==> src/rtl/cpu_sequencer.sv <==
// -----------------------------------------------------------------------------
// cpu_sequencer
// Instruction sequencer for a small 8-bit CPU. It fetches opcodes from program
// ROM, waits one cycle for the registered decoder, then dispatches into one of:
//   * an operand fetch from ROM,
//   * a RAM read,
//   * a RAM write,
//   * an ALU operation.
// Every request/ack or start/done wait is bounded by ACK_TIMEOUT. Running out
// of time, or an illegal decode, parks the sequencer in TRAP until reset.
//
// Ports
//   clk, rst         : clock; asynchronous active-high reset
//   run              : sampled in IDLE only; 1 = fetch next instruction
//   rom_req/addr     : program-ROM read request, address = pc
//   rom_ack/data     : ROM acknowledge and read data
//   ram_req/we/addr  : internal-RAM request, write enable, address
//   ram_wdata        : RAM write data (acc_in captured at dispatch)
//   ram_rdata/ack    : RAM read data and acknowledge
//   instruction      : instruction register, feeds the decoder
//   dec_status       : registered decoder result
//   acc_in           : accumulator, source of RAM write data
//   operand          : last fetched operand
//   alu_start/done   : one-cycle ALU start strobe and ALU completion
//   pc               : program counter
//   trap, trap_code  : trap flag; code 01 = illegal, 10 = timeout
// -----------------------------------------------------------------------------
module cpu_sequencer #(
    parameter logic [15:0] RESET_PC    = 16'h0000,
    parameter logic [7:0]  ACK_TIMEOUT = 8'd255
) (
    input  logic        clk,
    input  logic        rst,
    input  logic        run,
    output logic        rom_req,
    output logic [15:0] rom_addr,
    input  logic        rom_ack,
    input  logic [7:0]  rom_data,
    output logic        ram_req,
    output logic        ram_we,
    output logic [7:0]  ram_addr,
    output logic [7:0]  ram_wdata,
    input  logic [7:0]  ram_rdata,
    input  logic        ram_ack,
    output logic [7:0]  instruction,
    input  logic [2:0]  dec_status,
    input  logic [7:0]  acc_in,
    output logic [7:0]  operand,
    output logic        alu_start,
    input  logic        alu_done,
    output logic [15:0] pc,
    output logic        trap,
    output logic [1:0]  trap_code
);

    typedef enum logic [3:0] {
        IDLE, FETCH, DEC_WAIT, DISPATCH, RAM_RD,
        ROM_RD, PROCESS, ALU_WAIT, RAM_WR, TRAP
    } state_t;

    state_t      r_state;
    logic [15:0] r_pc;
    logic [7:0]  r_instruction;
    logic [7:0]  r_operand;
    logic [7:0]  r_wdata;
    logic [7:0]  r_wait;
    logic [1:0]  r_trap_code;

    state_t      w_state_next;
    logic [15:0] w_pc_next;
    logic [7:0]  w_instruction_next;
    logic [7:0]  w_operand_next;
    logic [7:0]  w_wdata_next;
    logic [7:0]  w_wait_next;
    logic [1:0]  w_trap_code_next;

    logic        w_waiting;
    logic        w_ack;
    logic [7:0]  w_wait_inc;
    logic        w_timeout;

    // The ack or done that ends the current wait state. Acks belonging to a
    // port that is not currently requesting are never looked at.
    always_comb begin
        w_waiting = 1'b1;
        w_ack     = 1'b0;
        case (r_state)
            FETCH, ROM_RD:  w_ack = rom_ack;
            RAM_RD, RAM_WR: w_ack = ram_ack;
            ALU_WAIT:       w_ack = alu_done;
            default:        w_waiting = 1'b0;
        endcase
    end

    assign w_wait_inc = r_wait + 8'd1;
    assign w_timeout  = (w_wait_inc == ACK_TIMEOUT);

    always_ff @(posedge clk or posedge rst) begin
        if (rst) begin
            r_state       <= IDLE;
            r_pc          <= RESET_PC;
            r_instruction <= 8'h00;
            r_operand     <= 8'h00;
            r_wdata       <= 8'h00;
            r_wait        <= 8'h00;
            r_trap_code   <= 2'b00;
        end else begin
            r_state       <= w_state_next;
            r_pc          <= w_pc_next;
            r_instruction <= w_instruction_next;
            r_operand     <= w_operand_next;
            r_wdata       <= w_wdata_next;
            r_wait        <= w_wait_next;
            r_trap_code   <= w_trap_code_next;
        end
    end

    always_comb begin
        w_state_next       = r_state;
        w_pc_next          = r_pc;
        w_instruction_next = r_instruction;
        w_operand_next     = r_operand;
        w_wdata_next       = r_wdata;
        w_wait_next        = r_wait;
        w_trap_code_next   = r_trap_code;

        // Shared bounded-wait behaviour; the per-state case below overrides
        // it when the ack or done actually arrives.
        if (w_waiting && !w_ack) begin
            if (w_timeout) begin
                w_state_next     = TRAP;
                w_trap_code_next = 2'b10;
            end else begin
                w_wait_next = w_wait_inc;
            end
        end

        case (r_state)
            IDLE: begin
                if (run) begin
                    w_state_next = FETCH;
                    w_wait_next  = 8'h00;
                end
            end
            FETCH: begin
                if (rom_ack) begin
                    w_instruction_next = rom_data;
                    w_pc_next          = r_pc + 16'd1;
                    w_state_next       = DEC_WAIT;
                end
            end
            DEC_WAIT: w_state_next = DISPATCH;
            DISPATCH: begin
                w_wait_next = 8'h00;
                case (dec_status)
                    3'b000: w_state_next = IDLE;
                    3'b001: w_state_next = RAM_RD;
                    3'b010: w_state_next = ROM_RD;
                    3'b011: w_state_next = PROCESS;
                    3'b100: begin
                        w_state_next = RAM_WR;
                        // Freeze write data so it cannot move during the request.
                        w_wdata_next = acc_in;
                    end
                    default: begin
                        w_state_next     = TRAP;
                        w_trap_code_next = 2'b01;
                    end
                endcase
            end
            RAM_RD: begin
                if (ram_ack) begin
                    w_operand_next = ram_rdata;
                    w_state_next   = PROCESS;
                end
            end
            ROM_RD: begin
                if (rom_ack) begin
                    w_operand_next = rom_data;
                    w_pc_next      = r_pc + 16'd1;
                    w_state_next   = PROCESS;
                end
            end
            PROCESS: begin
                w_state_next = ALU_WAIT;
                w_wait_next  = 8'h00;
            end
            ALU_WAIT: if (alu_done) w_state_next = IDLE;
            RAM_WR:   if (ram_ack) w_state_next = IDLE;
            TRAP:     w_state_next = TRAP;
            default:  w_state_next = IDLE;
        endcase
    end

    // Moore outputs: the requests follow the state register alone, so they
    // hold for the whole state and fall immediately on asynchronous reset.
    assign rom_req     = (r_state == FETCH) || (r_state == ROM_RD);
    assign rom_addr    = r_pc;
    assign ram_req     = (r_state == RAM_RD) || (r_state == RAM_WR);
    assign ram_we      = (r_state == RAM_WR);
    assign ram_addr    = {5'b00000, r_instruction[2:0]};
    assign ram_wdata   = r_wdata;
    assign alu_start   = (r_state == PROCESS);
    assign trap        = (r_state == TRAP);
    assign trap_code   = r_trap_code;
    assign instruction = r_instruction;
    assign operand     = r_operand;
    assign pc          = r_pc;

endmodule

==> config.mk <==
export PLATFORM = sky130hd
export DESIGN_NAME = cpu_sequencer
export DESIGN_NICKNAME = d
export VERILOG_FILES = /design/src/rtl/cpu_sequencer.sv
export SDC_FILE = /design/constraint.sdc
export NUM_CORES = 1
export LEC_CHECK = 0
export ABC_AREA = 1
export CORE_UTILIZATION = 24
export CTS_CLUSTER_SIZE = 12
export DETAILED_ROUTE_END_ITERATION = 6
export SLEW_MARGIN = 40
export SYNTH_ARGS = -nofsm -noshare
export SYNTH_HDL_FRONTEND = slang
export SYNTH_SLANG_ARGS = --single-unit
==> constraint.sdc <==
create_clock -name clk -period 3.4 [get_ports clk]
set_input_delay 0.68 -clock clk [delete_from_list [all_inputs] [get_ports clk]]
set_output_delay 0.68 -clock clk [all_outputs]
set_load 0.01 [all_outputs]
# ---- Word level (Yosys, flattened, before mapping)
# Cells that the tools add are included.
dict set report totals {
  out_inout_bits 71
  reg_bits 54
}
dict set report classes {
  n_mux 23
  reduce_logical 16
  eq_ne 16
  n_addsub 2
}
# op count
set op_table {}
lappend op_table {{$mux 8} 5}
lappend op_table {{$pmux 4 s10} 1}
lappend op_table {{$mux 4} 8}
lappend op_table {{$pmux 8 s2} 2}
lappend op_table {{$pmux 4 s5} 1}
lappend op_table {{$add 16x1->16 const B} 1}
lappend op_table {{$eq 4x3->1 const B} 4}
lappend op_table {{$reduce_or 5->1} 2}
lappend op_table {{$add 8x1->8 const B} 1}
lappend op_table {{$eq 4x2->1 const B} 2}
lappend op_table {{$eq 4x4->1 const B} 2}
lappend op_table {{$eq 8x8->1 const B} 1}
lappend op_table {{$mux 2} 4}
lappend op_table {{$eq 3x2->1 const B} 2}
lappend op_table {{$reduce_and 2->1} 3}
lappend op_table {{$reduce_or 2->1} 3}
lappend op_table {{$eq 4x1->1 const B} 1}
lappend op_table {{$logic_not 4->1} 1}
lappend op_table {{$ne 2x2->1 const B} 2}
lappend op_table {{$eq 3x1->1 const B} 1}
lappend op_table {{$eq 3x3->1 const B} 1}
lappend op_table {{$logic_not 3->1} 1}
lappend op_table {{$pmux 1 s3} 1}
lappend op_table {{$reduce_and 3->1} 1}
lappend op_table {{5 further kinds} 6}

# ---- Longest topological paths before layout
dict set report logic_depth {
  ltp_word 8
  ltp_mapped 12
  mapped_depth_nobuf 12
}

# ---- Least setup slack after synthesis
# OpenSTA, ideal clock, no wires.
dict set report synth_path {
  path_kind {register to output}
  startpoint {register r_state[3]}
  endpoint {output trap}
  arrival_time_ns 0.970
  path_slack_ns 1.750
  path_buffers 0
  path_stages_with_launch 3
  cell_sequence {dfrtp_1 inv_1 nor3_1}
}
dict set report synth_between {
  elab_chain_cells 1
}
# item line_no
set synth_rtl {}
lappend synth_rtl {{start, declared} 61} ;# state_t r_state;
lappend synth_rtl {{start signal, assigned} 108} ;# r_state <= w_state_next;
lappend synth_rtl {{$eq 4x4->1} 204} ;# assign trap = (r_state == TRAP);
lappend synth_rtl {{end, declared} 52} ;# output logic trap,
# Every way passes these cells.

# ---- Worst setup path after layout
dict set report layout_path {
  startpoint {register r_state[3]}
  endpoint {output ram_req}
}
dict set report layout_between {
  elab_chain_cells 2
  elab_cells_between_ends 3
  cone_classes {eq/ne (2); reduce/logical (1)}
}
# item line_no
set layout_rtl {}
lappend layout_rtl {{$eq 4x3->1 or $eq 4x4->1 (tied branches)} 199} ;# assign ram_req = (r_state == RAM_RD) || (r_state == RAM_WR);
lappend layout_rtl {{$logic_or 1x1->1 (*)} 199}
lappend layout_rtl {{end, declared} 39} ;# output logic ram_req,
# Mark *: on every way between the ends. The rest lies on a longest branch, timed or not.

==> key figures <==
STA
  • Rel. slew slack: 53.5%
  • Final setup vio count: 0
  • Setup TNS after final layout: 0 ns
  • Hold Vio Cnt, Final: 0
  • Min Hold Slack: 0.486 ns
  • Period minus WS final: 2.76 ns
  • Fmax: 362 MHz
  • RSZ-0062 raised after global routing: false
  • Slew of the pin with the lowest slew margin: 0.698 ns
  • Fin. max-slew vios: 0
  • Final period utilization: 81.3%
  • Final worst slack: 0.636 ns
  • Clock Skew: between 0.007 and 0.008 ns

Clock tree
  • Clock slew seen by the registers of the worst setup and hold paths: roughly 0.07 ns
  • Root Driver: clkbuf_16
  • Postcts setup bufs: 0
  • TritonCTS Sinks: 54
  • CTS Buf Count: 5
  • CTS hold repair buffers: 0
  • H-Tree Depth: 2
  • Cts repair resizes: 0
  • CTS tree: done
  • Clk buf depth: 2
  • Later-pin clock latency in the skew report: 0.29 ns

Critical path
  • RR Startpoint: r_state[3]
  • Crit-path max cell delay: 0.55 ns
  • Critical Setup Path Class: register to primary output
  • Crit path DAT: around 2.1 ns
  • Cells on worst reg2reg path: 10
  • FF-to-FF End: r_state[1]
  • Sequence of cells on the critical path: nor2_2, nand2_1, nand2_1, clkdlybuf4s50_1
  • CP Capture Type: primary output
  • Worst R2R Setup Slack: around 1.3 ns
  • CP max stage cell: clkdlybuf4s50_1
  • CP Max Fanout: 11
  • Crit start category: register
  • Most used cell, CP: nand2_1
  • WP data required: 2.72 ns

Finish
  • Multi-input gate area: approximately 0.0012 mm²
  • Final design utilization: about a third
  • Nets: 443
  • Layout cells sized above 1: a little under an eighth
  • Reg area: 0.00135 mm²
  • N_diodes: 0
  • Non-Filler Instances: 551
  • Fillers: 1205
  • Synthesis-to-finish area growth: 38.5%
  • Most frequent cells in the layout: clkdlybuf4s50_1, nand2_1, dfrtp_1
  • Most common cell after layout, fill and taps aside: clkdlybuf4s50_1

Drt
  • 1st-pass router iterations: 7
  • Initial DRC count: 128
  • Antenna Nets Post-Route: 0
  • Post-Route WL: 7.24 mm
  • Via Count: 2421
  • DRC Markers: 7
  • Avg Vias per Cell: 4.39
  • Avg WL per Cell: ~13 µm

Pwr
  • Combinational power share: 46.7%
  • Sw power: 0.00113 W
  • Sequential power share: 35.8%
  • Switching share of power: 37.4%
  • Worst vdd ir: approximately 0.34 mV
  • Pwr dens: 752 mW/mm²
  • P_int: 0.00190 W
  • Clock share of power: 17.6%
  • P_leak: 1.80 nW

Floorplan
  • Initial Util: 25.0%
  • Full die area: 0.0126 mm²
  • Die W: 112 µm
  • IO Pins: 104
  • Core area: 0.0116 mm²
  • Std cell rows: 39
  • Die Span Y: about 110 µm

Placed design
  • Placed insts: approximately 540
  • Number of port buffers: 98
  • DP Worst Slack: 0.948 ns
  • GP Congestion: 0.805
  • Post-DP HPWL: 5.51 mm

Min path
  • Hold Path Depth: 2
  • Hold path startpoint: trap_code[0]
  • Hold EP: trap_code[0]
  • Hold Crit Class: register to register

Synthesis
  • Asr flop ratio synth: 100%
  • Synthesized cell area: 0.00291 mm²
  • Seq cells post-synth: 54
  • Sequential share of the synthesized area: a little under half
  • Post-Syn Area per Cell: 8.98 µm²
  • Most frequently used flop master after synthesis: dfrtp_1
  • Mapped Cells: 324
  • Post-synth EDFFs: 0
  • Yosys warns: 0
  • Synth cell types: 35

GRT
  • Vias in the first global route: 2552
  • Total global-route track usage: 12.4%
  • Largest net degree at the start of global routing: 55
  • Initial antenna violation count: 0
  • First-pass GRT wire length: 12.4 mm
  • Grt total ovfl: 0

Run status
  • Failing checks: DRC
  • Status: finished, violations left

Run
  • Max-cap violations: 0
flip-flops by register name, summed over array words and instances, names as in the netlist:
register,cells
instruction,8
operand,8
pc,16
r_state,4
r_wait,8
ram_wdata,8
trap_code,2
cell usage after synthesis (all sizes together) (2+ instances only):
cell,count,area (µm²)
a21oi,8,40.0
a31oi,8,50.1
buf,27,214
dfrtp,54,1350
ha,3,37.5
inv,31,116
mux2,16,180
nand2,70,278
nand3,23,125
nand4,4,25.0
nor2,38,163
nor3,5,47.5
o21ai,9,48.8
o21bai,3,22.5
or2,2,12.5
xnor2,7,61.3
xor2,8,70.1
power groups by stage:
stage | registers, W | clock network [W] | logic (W)
2_1_floorplan | 0.00114 | 0 | 0.000745
3_3_place_gp | 0.00109 | 0 | 0.00139
3_5_place_dp | 0.00110 | 0 | 0.00142
4_1_cts | 0.00109 | 0.000563 | 0.00143
5_1_grt | 0.00113 | 0.000584 | 0.00156
6_report | 0.00108 | 0.000533 | 0.00141
stage by stage:
stage | cell area, µm² | power [W]
floorplan | 2920 | 0.00189
global placement | 3880 | 0.00248
detailed placement | 3880 | 0.00252
CTS | 4030 | 0.00308
global route | 4030 | 0.00327
finish | 4030 | 0.00303
per-layer routing:
layer | track usage (%) | vias up | share of wire, %
met1 | 14.3 | 1151 | 43
met3 | 1.94 | 6 | 4.5
met4 | 4.80 | 0 | 1.4
li1 | - | 1189 | -
met2 | 23.0 | 75 | 51
met5 | 0 | - | 0
worst max-delay path: cells and delay by family (launching register included):
kind          cells  cell delay, ns
buf+inv           1            0.55
flops             1            0.49
simple gates      3            0.75
worst max path at each step:
stage	slack, ns	endpoint	startpoint	cells past startpoint
floorplan	1.41	instruction[0]	rst	1
global placement	1.03	ram_req	r_state[3]	4
detailed placement	0.95	ram_req	r_state[3]	4
CTS	0.61	ram_req	r_state[3]	4
global route	0.42	ram_req	r_state[3]	4
finish	0.64	ram_req	r_state[3]	4
kinds of logic (layout without fill, tap and decap cells):
logic type                 Yosys count  count (layout)  synth area share [%]
adders and majority gates            3               3                  1.29
muxes                               16              16                  6.19
DFF                                 54              54                  46.5
xor gates and xnor gates            15              15                  4.52
and+or+nand+nor                    145             145                  23.2
AOI/OAI and AO/OA                   32              32                  6.84
other                                1               5                 0.129
buffers and inverters               58             138                  11.4
area by class of cell:
type	count	area share, %
clock buffers	5	3.11
clock inverters	3	0.652
inverters	31	2.89
multi-input cells	216	30.8
flip-flops and latches	54	33.5
well taps	143	4.44
repair buffers	99	24.5
(Power assumes the default switching activity.)
